===== src/rtl/multicycle_cpu_core.sv =====
// Multi-cycle 16-bit-instruction CPU core: FETCH/DECODE/EXEC/MEM/WB sequencing
// over a single handshaked memory port shared by instruction and data traffic.
module multicycle_cpu_core #(
  parameter int               DSIZE    = 16,
  parameter int               PSIZE    = 16,
  parameter logic [PSIZE-1:0] RESET_PC = {PSIZE{1'b0}}
) (
  input  logic             clk,
  input  logic             rst,
  output logic             mem_req,
  output logic             mem_we,
  output logic [PSIZE-1:0] mem_addr,
  output logic [DSIZE-1:0] mem_wdata,
  input  logic [DSIZE-1:0] mem_rdata,
  input  logic             mem_ready,
  output logic [PSIZE-1:0] pc,
  output logic             retire,
  output logic             halted
);

  typedef enum logic [2:0] {
    S_FETCH  = 3'd0,
    S_DECODE = 3'd1,
    S_EXEC   = 3'd2,
    S_MEM    = 3'd3,
    S_WB     = 3'd4,
    S_HALT   = 3'd5
  } state_t;

  localparam logic [3:0] OP_ADD  = 4'h0;
  localparam logic [3:0] OP_SUB  = 4'h1;
  localparam logic [3:0] OP_AND  = 4'h2;
  localparam logic [3:0] OP_OR   = 4'h3;
  localparam logic [3:0] OP_XOR  = 4'h4;
  localparam logic [3:0] OP_SLL  = 4'h5;
  localparam logic [3:0] OP_SRL  = 4'h6;
  localparam logic [3:0] OP_LW   = 4'h8;
  localparam logic [3:0] OP_SW   = 4'h9;
  localparam logic [3:0] OP_BEQ  = 4'hA;
  localparam logic [3:0] OP_JMP  = 4'hB;
  localparam logic [3:0] OP_HALT = 4'hF;

  localparam logic [PSIZE-1:0] PC_ONE   = PSIZE'(1'b1);
  localparam logic [PSIZE-1:0] JMP_MASK = PSIZE'(12'hFFF);

  state_t             state_r;
  state_t             state_nxt_s;
  logic [15:0]        ir_r;
  logic [PSIZE-1:0]   pc_r;
  logic [PSIZE-1:0]   addr_r;
  logic [DSIZE-1:0]   a_r;
  logic [DSIZE-1:0]   b_r;
  logic [DSIZE-1:0]   simm_r;
  logic [DSIZE-1:0]   alu_r;
  logic [DSIZE-1:0]   mdr_r;
  logic               halt_seen_r;
  logic [DSIZE-1:0]   rf_r [16];

  logic [3:0]         op_s;
  logic [3:0]         rd_s;
  logic [3:0]         rs_s;
  logic [3:0]         rt_s;
  logic [DSIZE-1:0]   simm_s;
  logic [PSIZE-1:0]   psimm_s;
  logic [PSIZE-1:0]   pc_jmp_s;
  logic [DSIZE-1:0]   alu_s;
  logic               exec_retire_s;

  assign op_s     = ir_r[15:12];
  assign rd_s     = ir_r[11:8];
  assign rs_s     = ir_r[7:4];
  assign rt_s     = ir_r[3:0];
  assign simm_s   = {{(DSIZE-4){ir_r[3]}}, ir_r[3:0]};
  assign psimm_s  = {{(PSIZE-4){ir_r[3]}}, ir_r[3:0]};
  assign pc_jmp_s = (pc_r & ~JMP_MASK) | PSIZE'(ir_r[11:0]);

  // ALU; ADDI and the LW/SW effective address share the add-immediate path
  always_comb begin
    alu_s = a_r + simm_r;
    case (op_s)
      OP_ADD:  alu_s = a_r + b_r;
      OP_SUB:  alu_s = a_r - b_r;
      OP_AND:  alu_s = a_r & b_r;
      OP_OR:   alu_s = a_r | b_r;
      OP_XOR:  alu_s = a_r ^ b_r;
      OP_SLL:  alu_s = a_r << rt_s;
      OP_SRL:  alu_s = a_r >> rt_s;
      default: alu_s = a_r + simm_r;
    endcase
  end

  // Next-state logic
  always_comb begin
    state_nxt_s = state_r;
    case (state_r)
      S_FETCH: begin
        if (mem_ready) state_nxt_s = S_DECODE;
        else           state_nxt_s = S_FETCH;
      end
      S_DECODE: begin
        if (op_s == OP_HALT) state_nxt_s = S_HALT;
        else                 state_nxt_s = S_EXEC;
      end
      S_EXEC: begin
        if (op_s[3] == 1'b0)                        state_nxt_s = S_WB;
        else if ((op_s == OP_LW) || (op_s == OP_SW)) state_nxt_s = S_MEM;
        else                                         state_nxt_s = S_FETCH;
      end
      S_MEM: begin
        if (!mem_ready)          state_nxt_s = S_MEM;
        else if (op_s == OP_LW)  state_nxt_s = S_WB;
        else                     state_nxt_s = S_FETCH;
      end
      S_WB:    state_nxt_s = S_FETCH;
      S_HALT:  state_nxt_s = S_HALT;
      default: state_nxt_s = S_FETCH;
    endcase
  end

  // Branch, jump and NOP finish in EXEC
  assign exec_retire_s = op_s[3] && (op_s != OP_LW) && (op_s != OP_SW);

  assign mem_req   = (state_r == S_FETCH) || (state_r == S_MEM);
  assign mem_we    = (state_r == S_MEM) && (op_s == OP_SW);
  assign mem_addr  = (state_r == S_MEM) ? addr_r : pc_r;
  assign mem_wdata = b_r;
  assign pc        = pc_r;
  assign halted    = (state_r == S_HALT);
  assign retire    = (state_r == S_WB)
                   || ((state_r == S_EXEC) && exec_retire_s)
                   || ((state_r == S_MEM) && mem_ready && (op_s == OP_SW))
                   || ((state_r == S_HALT) && !halt_seen_r);

  // State, datapath registers and register file
  always_ff @(posedge clk) begin
    if (rst) begin
      state_r     <= S_FETCH;
      pc_r        <= RESET_PC;
      ir_r        <= 16'h0000;
      addr_r      <= {PSIZE{1'b0}};
      a_r         <= {DSIZE{1'b0}};
      b_r         <= {DSIZE{1'b0}};
      simm_r      <= {DSIZE{1'b0}};
      alu_r       <= {DSIZE{1'b0}};
      mdr_r       <= {DSIZE{1'b0}};
      halt_seen_r <= 1'b0;
      for (int i = 0; i < 16; i++) rf_r[i] <= {DSIZE{1'b0}};
    end else begin
      state_r <= state_nxt_s;
      case (state_r)
        S_FETCH: begin
          if (mem_ready) begin
            ir_r <= mem_rdata[15:0];
            pc_r <= pc_r + PC_ONE;
          end
        end
        S_DECODE: begin
          a_r    <= rf_r[rs_s];
          b_r    <= ((op_s == OP_SW) || (op_s == OP_BEQ)) ? rf_r[rd_s] : rf_r[rt_s];
          simm_r <= simm_s;
        end
        S_EXEC: begin
          alu_r  <= alu_s;
          addr_r <= PSIZE'(alu_s);
          // pc_r already points past the branch, so the target is pc_r + simm
          if ((op_s == OP_BEQ) && (a_r == b_r)) pc_r <= pc_r + psimm_s;
          else if (op_s == OP_JMP)               pc_r <= pc_jmp_s;
        end
        S_MEM: begin
          if (mem_ready && (op_s == OP_LW)) mdr_r <= mem_rdata;
        end
        S_WB: begin
          if (rd_s != 4'h0) rf_r[rd_s] <= (op_s == OP_LW) ? mdr_r : alu_r;
        end
        S_HALT:  halt_seen_r <= 1'b1;
        default: halt_seen_r <= halt_seen_r;
      endcase
    end
  end

endmodule


===== config.mk =====
export PLATFORM = sky130hd
export DESIGN_NAME = multicycle_cpu_core
export DESIGN_NICKNAME = d
export VERILOG_FILES = /design/src/rtl/multicycle_cpu_core.sv
export SDC_FILE = /design/constraint.sdc
export NUM_CORES = 1
export LEC_CHECK = 0
export CORE_MARGIN = 5
export CORE_UTILIZATION = 38
export CTS_CLUSTER_DIAMETER = 60
export DETAILED_ROUTE_END_ITERATION = 7
export SLEW_MARGIN = 20
export SYNTH_ARGS = -nofsm -noshare
export SYNTH_HDL_FRONTEND = slang
export SYNTH_SLANG_ARGS = --single-unit

===== constraint.sdc =====
create_clock -name clk -period 6.2 [get_ports clk]
set_input_delay 0.93 -clock clk [delete_from_list [all_inputs] [get_ports clk]]
set_output_delay 0.93 -clock clk [all_outputs]
set_load 0.02 [all_outputs]

# Word level (Yosys, flattened, before mapping)
# Memories as Yosys holds them, arrays and structs flattened. A register that Yosys moved wholly into a read port is not among the register bits.
# Cells that the tools add are included.
[op_classes] n_eq_ne=21 n_shift=2 bitwise=4 n_addsub=5 n_reduce_logical=24 n_mux=28
[ops] cell="16-bit 2-to-1 mux" count=7
[ops] cell="16-bit case mux with 7 select lines" count=1
[ops] cell="16-bit adder" count=3
[ops] cell="16-bit case mux with 2 select lines" count=1
[ops] cell="4-bit == test, second input constant" count=5
[ops] cell="4-bit 2-to-1 mux" count=5
[ops] cell="16-bit by 1-bit adder with 16-bit output, second input constant" count=1
[ops] cell="16-bit AND" count=1
[ops] cell="16-bit == test" count=1
[ops] cell="16-bit by 12-bit OR with 16-bit output" count=1
[ops] cell="16-bit OR" count=1
[ops] cell="16-bit OR reduction" count=1
[ops] cell="16-bit by 4-bit left shift with 16-bit output" count=1
[ops] cell="16-bit by 4-bit right shift with 16-bit output" count=1
[ops] cell="16-bit subtractor" count=1
[ops] cell="16-bit XOR" count=1
[ops] cell="3-bit case mux with 5 select lines" count=1
[ops] cell="4-bit by 3-bit == test with 1-bit output, second input constant" count=3
[ops] cell="3-bit 2-to-1 mux" count=4
[ops] cell="1-bit logical AND" count=9
[ops] cell="4-bit by 2-bit == test with 1-bit output, second input constant" count=2
[ops] cell="1-bit 2-to-1 mux" count=8
[ops] cell="4-bit inequality test, second input constant" count=2
[ops] cell="3-bit by 2-bit == test with 1-bit output, second input constant" count=2
[ops] cell="14 further kinds" count=21
[word_totals] mem_bits_rw=256 n_memories=1 word_cells=93 output_inout_bits=52 reg_bits=88 in_bits=19
[memory_table] name="rf_r" depth=16 word_bits=16 rd=3 rd_ports_with_merged_regs=3 wr=16 line_no="57" text="logic [DSIZE-1:0] rf_r [16];"

# Depth between registers and ports, before layout
[depth] depth_word=7 ltp_mapped=15 ltp_nobuf=14

# Worst setup path before layout
# OpenSTA, ideal clock, no wires.
[synth_path] kind="flip-flop to flip-flop" from="reg ir_r[13]" to="reg alu_r[13]" path_stages_with_launch=15 setup_time_ps=139 path_slack_ps=2591 required_time_ps=6061 t_arrival_ps=3470 period_less_slack_ps=3609 cell_sequence="dfxtp_1 -> or2_2 -> clkbuf_1 -> nor3_2 -> nand2b_1 -> clkbuf_1 -> nand2_1 -> ha_1 -> a21o_1 -> nor4_1 -> o21ai_0 -> nand4_1 -> o311ai_0 -> a2111oi_0 -> a211oi_1"
[synth_via] elab_chain_cells=2 word_cells_on_any_way=8
[synth_lines] element="start, declared" line_no="48" text="logic [15:0] ir_r;"
[synth_lines] element="start signal, assigned" line_no="153" text="ir_r <= mem_rdata[15:0];"
[synth_lines] element="4-bit by 3-bit == test with 1-bit output, or another cell as far along" line_no="80" text="case (op_s)"
[synth_lines] element="16-bit case mux with 7 select lines *" line_no="80"
[synth_lines] element="end signal, assigned" line_no="144" text="alu_r <= {DSIZE{1'b0}};"
[synth_lines] element="end signal, assigned" line_no="163" text="alu_r <= alu_s;"
[synth_lines] element="end, declared" line_no="54" text="logic [DSIZE-1:0] alu_r;"
# Every way passes the cells marked *; elsewhere a longest branch is shown, timed or not.
# A chain may end at the register's enable or synchronous reset.

# Final worst setup path
# Ends and elaborated chain as after synthesis.

==> results.json <==
{
  "layout_min_cycle_time_ns": 4.358,
  "routedWlPerCell_um": 27.41,
  "most_frequent_cells_after_synthesis": "nor2_1, edfxtp_1, mux4_2, nand2_1",
  "design.die.area_um2": 68500,
  "most_frequently_used_cell_type_in_the_post_synthesis_netlist": "nor2_1",
  "layout-drive-gt1-share": 0.1922,
  "drv_slew": 0,
  "r2r-start": "ir_r[13]$_SDFFE_PP0P_",
  "critPathLaunchType": "flop",
  "die_ht_um": 261.7,
  "num_vias": 18830,
  "synthCells": 2145,
  "crit_path_end_kind": "flop",
  "htree_num_levels": 2,
  "io_buffers": 70,
  "synth-edff-count": 256,
  "worstPathArrival_ns": 4.76,
  "cts_hold_repair.buffers": 0,
  "critPathMaxFanout": 17,
  "clock-root-buffer": "clkbuf_16",
  "path_clk_slew_ns": 0.06,
  "setup_slack_ns": 1.842,
  "routabilityCongestion": 0.9853,
  "slew-limit-headroom": 0.2089,
  "p_leak_nw": 9.035,
  "first_pass_iters": 5,
  "finalSetupViolCount": 0,
  "synthesis.area_um2": 24080,
  "whs_endpoint": "mdr_r[4]$_SDFFE_PP0P_",
  "synth_area_leaders": "edfxtp_1, mux4_2, dfxtp_1",
  "timing.setup.critical_path_class": "reg2reg",
  "clockBufferDepth": 3,
  "critical_path_required_ns": 6.60,
  "area_growth_syn_to_layout_pct": 12.77,
  "stdcell_count": 3036,
  "antenna_cells_inserted": 0,
  "fin_nets": 2258,
  "yosysWarnings": 0,
  "synth_seq_area_share": 0.4124,
  "synthesis.area_per_instance_um2": 11.23,
  "timing.hold.worst_path_depth": 2,
  "ys_types": 78,
  "detail_route.drc_violations": 0,
  "synth-main-ff-cell": "edfxtp_1",
  "power.density_nw_per_um2": 256.7,
  "grt_antenna_before_repair": 0,
  "dp_slack_ns": 1.887,
  "finalHoldViolCount": 0,
  "post-cts-setup-buffers": 0,
  "gr-total-overflow": 0,
  "cts_inserted_buffers": 44,
  "routed_wirelength_um": 83220,
  "detailedRoute.firstIterationViolations": 2314,
  "grt_first_pass_wirelength_um": 122300,
  "boundaryPins": 71,
  "fraction_of_post_synthesis_cell_area_in_the_top_cell_type_by_area": 0.3193,
  "vias_in_the_first_global_route": 18010,
  "floorplan.rows": 92,
  "chipWidth_um": 261.7,
  "irDropWorstVdd_uv": 199.0,
  "timing.reg2reg.worst_path_depth": 13,
  "grt_util_all_layers": 0.2389,
  "min_from": "mdr_r[4]$_SDFFE_PP0P_",
  "timing.critical_path.from": "ir_r[13]$_SDFFE_PP0P_",
  "async_sr_flop_fraction": 0,
  "grt_setup_unrepaired": "no",
  "finalClockSkew_ns": 0.02425,
  "hold_wc_path_type": "reg2reg",
  "outcome": "finished clean",
  "initial_util": 0.3824,
  "design_power_total_mw": 6.970,
  "drt-vias-per-instance": 6.203,
  "rrSetupSlack_ns": 1.84,
  "total_negative_slack_ns": 0,
  "drv_cap": 0,
  "max_slew.worst_pin.slew_ns": 1.178,
  "grt_start_max_net_pins": 77,
  "cts.sink_count": 368,
  "insertion_delay_ns": 0.57,
  "capture_point_of_the_worst_reg_to_reg_path": "alu_r[13]$_SDFFE_PP0P_",
  "antenna_violating_nets_post_route": 0,
  "synth_area_leader_cell": "edfxtp_1",
  "final.period_utilization": 0.7030,
  "numPlacedInstances": 2953,
  "cts_repair_resize_count": 0,
  "synth.ff_latch_count": 368,
  "tritoncts": "done",
  "highest_clock_frequency_the_design_can_meet_ghz": 0.2294,
  "floorplan.core_area_um2": 62970,
  "post-dp-hpwl_um": 59930
}
## state kept, by name (all words and copies together), names as in the netlist, named ones only
signal       count
alu_r           16
mem_wdata       16
pc              16
rf_r           256
mdr_r           16
halt_seen_r      1
state_r          3
a_r             16
simm_r           4
ir_r            16
## power by group
group / internal [mW] / total, mW / leakage [nW] / switching, mW
Combinational: 0.601 / 1.40 / 4.77 / 0.801
Clock: 1.58 / 2.66 / 0.718 / 1.08
Sequential: 2.73 / 2.91 / 3.55 / 0.184
Total: 4.90 / 6.97 / 9.03 / 2.06
## cells in the final DEF, fill, tap and decap left out, types with 8 or more instances in the layout
master           Yosys  layout
conb_1               1      16
a211oi_1            49      49
buf_4                0      57
nor4_1              13      13
a221oi_1            10      10
mux2i_1             47      47
nor3_1              32      32
clkbuf_16            0      49
clkdlybuf4s50_1      0      69
ha_1                81      81
nand2b_1            26      26
xor2_1              15      15
mux2_2              24      24
edfxtp_1           256     256
o21ai_0             48      48
a21o_1              14      14
a21oi_1            138     138
clkinv_1             0       8
a31oi_1             10      10
xnor2_1             21      21
clkbuf_1           138       9
a22oi_1              9       9
dfxtp_1            112     103
o22ai_1             11      11
mux4_2             247     247
nand3_1             19      19
nand2_1            201     201
nor2_1             384     383
or3_1                9       9
o221ai_1             9       9
inv_1               54      54
nor2b_1             17      16
## cell families after synthesis
logic type,share of synthesized area
and+or+nand+nor,0.1324
DFF,0.4124
AOI/OAI and AO/OA,0.09733
muxes,0.2618
buffers and inverters,0.03830
adders and majority gates,0.04459
xor gates and xnor gates,0.01310
other,0.0001557
## per-stage QoR
step,hold slack [ns],utilization,instance area [um2]
2_1_floorplan,0.4338,-,24130
6_report,0.4580,0.4312,27150
3_5_place_dp,0.4468,0.4071,25630
4_1_cts,0.4544,0.4306,27110
3_3_place_gp,0.4418,0.4071,25630
5_1_grt,0.4798,0.4312,27150
## how the worst max path moves through the flow
stage / end / slack, ns / cells after the start
after floorplan: alu_r[13]$_SDFFE_PP0P_ / 2.59 / 14
after global placement: alu_r[13]$_SDFFE_PP0P_ / 1.99 / 13
after detailed placement: alu_r[13]$_SDFFE_PP0P_ / 1.89 / 13
after CTS: alu_r[13]$_SDFFE_PP0P_ / 1.87 / 13
after global routing: alu_r[13]$_SDFFE_PP0P_ / 1.47 / 13
final: alu_r[13]$_SDFFE_PP0P_ / 1.84 / 13
## cell type report
| type | instances | area, um2 |
|---|---|---|
| fill | 5922 | 35810 |
| inverter | 54 | 202.7 |
| sequential | 368 | 9948 |
| timing repair buffer | 128 | 1159 |
| tap | 846 | 1059 |
| clock buffer | 59 | 1274 |
| multi-input combinational | 1559 | 13310 |
| clock inverter | 22 | 205.2 |
## critical path: stages, from the launching register on
cell and delay (ns):
dfxtp_1 0.46, or2_2 0.46, nor3_2 0.17, buf_4 0.26, nand2b_1 0.44, nand2_1 0.11, ha_1 0.38, a21o_1 0.22
nor4_1 0.52, o21ai_0 0.27, nand4_1 0.14, o311ai_0 0.16, a2111oi_0 0.46, a211oi_1 0.13
## layer usage
| layer | up-vias | global-route usage | share of wire |
|---|---|---|---|
| li1 | 8119 | - | - |
| met1 | 9535 | 0.3434 | 0.41 |
| met2 | 1045 | 0.3740 | 0.46 |
| met3 | 133 | 0.04218 | 0.097 |
| met4 | 0 | 0.07007 | 0.031 |
| met5 | - | 0 | 0 |
Note: power is estimated with default switching activity, not from simulation.
==> edit, RTL diff (same settings) <==
`PSIZE`: 16 -> 32.
--- a/src/rtl/multicycle_cpu_core.sv
+++ b/src/rtl/multicycle_cpu_core.sv
@@ -3,5 +3,5 @@
 module multicycle_cpu_core #(
   parameter int               DSIZE    = 16,
-  parameter int               PSIZE    = 16,
+  parameter int               PSIZE    = 32,
   parameter logic [PSIZE-1:0] RESET_PC = {PSIZE{1'b0}}
 ) (
Ports: changed (resized mem_addr and pc); port bits go from 71 to 103. The function was not compared with the original's and may differ.
==> edit against the original RTL <==
- first-iteration DRC count increased by 11%
- setup slack lost 130 ps
- non-clock buffer count up 22
- design area up 7.7%
- sequential cell count up 16
- area after synthesis up 7.6%
- final cell count rose by 10%
- largest cell class unchanged
- critical path type unchanged
- sequential share of layout area decreased by 1.5 points
- wire length increased by 7.0%
- power is 2.5% higher
- clock skew increased by 8.1 ps
==> edit: results <==
[run_status]
outcome = "complete, no violations"

[final_layout]
nNetsFinal = 2560
final_layout_size_suffix_gt1_share_pct = 17.1

[critical_path]
cp_max_fo = 23
arrival_ps = 4920
rrSetupSlack_ps = 1710
r2r_cells = 9
rr_endpoint = "pc[10]$_SDFFE_PP0P_"

[global_route]
grt_pass1_wl_um = 133000
grt_pass1_vias = 20356
antenna_found_initial = 1
grt_max_degree = 80
grtUsageTotal_pct = 23.5

[detailed_routing]
drt_wl_total_um = 89000
drtPass1Iterations = 6
drt_iter0_markers = 2558
avgViaCountPerCell = 6.28
post_drt_wl_per_cell_um = 26.6

[clocking]
clkLatencyLatePin_ps = 590
numCtsBuffers = 47
clk_pin_slew_ps = 60

[worst_hold_path]
min_to = "mdr_r[10]$_SDFFE_PP0P_"
worstHoldStart = "mdr_r[10]$_SDFFE_PP0P_"

[timing]
maxSlewHeadroom_pct = 19.1
hold-worst-slack_ps = 455
clock_skew_ps = 32.4

[power]
power_leakage_nw = 9.79
vdd_drop_max_v = 0.000176
intPower_mw = 5.01

[place]
place_ws_ps = 1350
dpl_cell_area_sq_mm = 0.0277
dpl.hpwl_um = 62700
placed_cells = 3265
gp_congestion = 0.957

[synthesis]
seq_area_frac_synth_pct = 39.6
ys_top_cells_by_count = "nor2_1, edfxtp_1, mux4_2"
yosys-top-cells-area = "edfxtp_1, mux4_2, dfxtp_1"
ys_types = 73
## edit: changes by cell type in the layout (fill, tap and decap cells not counted), sizes merged, moves of 14 or more
cell | before | now
dfxtp | 112 | 128
and2 | 4 | 26
clkdlybuf4s50 | 69 | 101
a21oi | 139 | 154
nand3 | 19 | 37
o21ai | 48 | 106
nand2 | 201 | 236
xnor2 | 21 | 35
ha | 81 | 96
## edit: cells by family (layout without fill, tap and decap cells)
group / count (synthesis) / after routing / share of synthesized area, %
AOI/OAI and AO/OA: 460 / 460 / 11.1
DFF: 384 / 384 / 39.6
adders and majority gates: 99 / 99 / 4.87
buffers and inverters: 251 / 295 / 3.79
other: 1 / 17 / 0.0145
xor gates and xnor gates: 54 / 54 / 1.83
muxes: 327 / 327 / 24.7
and+or+nand+nor: 843 / 843 / 14.1
## edit: power groups by stage
stage	clock [mW]	sequential [mW]	combinational (mW)
2_1_floorplan	0	2.96	0.989
3_3_place_gp	0	3.05	1.38
3_5_place_dp	0	3.06	1.38
4_1_cts	2.75	3.01	1.39
5_1_grt	2.86	3.03	1.50
6_report	2.72	3.01	1.41
## edit: how the worst max path moves through the flow
stage               depth (start not counted)  slack, ps                       end
global placement                            5       1410  rf_r[4][5]$_SDFFCE_PN0P_
detailed placement                          5       1350  rf_r[4][5]$_SDFFCE_PN0P_
finish                                      9       1710       pc[10]$_SDFFE_PP0P_
global route                               15       1510    alu_r[14]$_SDFFE_PP0P_
CTS                                        15       1820    alu_r[14]$_SDFFE_PP0P_
floorplan                                  15       2560    alu_r[14]$_SDFFE_PP0P_
## edit: layout make-up
cell class              instances  area [sq um]
diodes                          1          2.50
flip-flops and latches        384         10300
fillers                      6200         38200
inverters                      60           225
well taps                     873          1090
clock buffers                  56          1210
repair buffers                150          1400
clock inverters                29           289
multi-input cells            1799         14800
## edit: metal layers
| metal | GRT usage [%] | share of wire (%) | up-vias |
|---|---|---|---|
| met5 | 0 | 0 | - |
| met4 | 6.43 | 2.7 | 0 |
| met3 | 4.44 | 9.8 | 137 |
| met2 | 38.5 | 47 | 1197 |
| met1 | 32.1 | 40 | 10572 |
| li1 | - | - | 9141 |
## edit: critical path, stage by stage (launching register included)
cell	delay [ps]
dfxtp_1	560
inv_1	110
ha_1	380
nor4_1	810
and3_1	290
nand4_1	600
a31oi_2	1120
o21ai_0	210
o21ai_0	150
a311oi_1	120
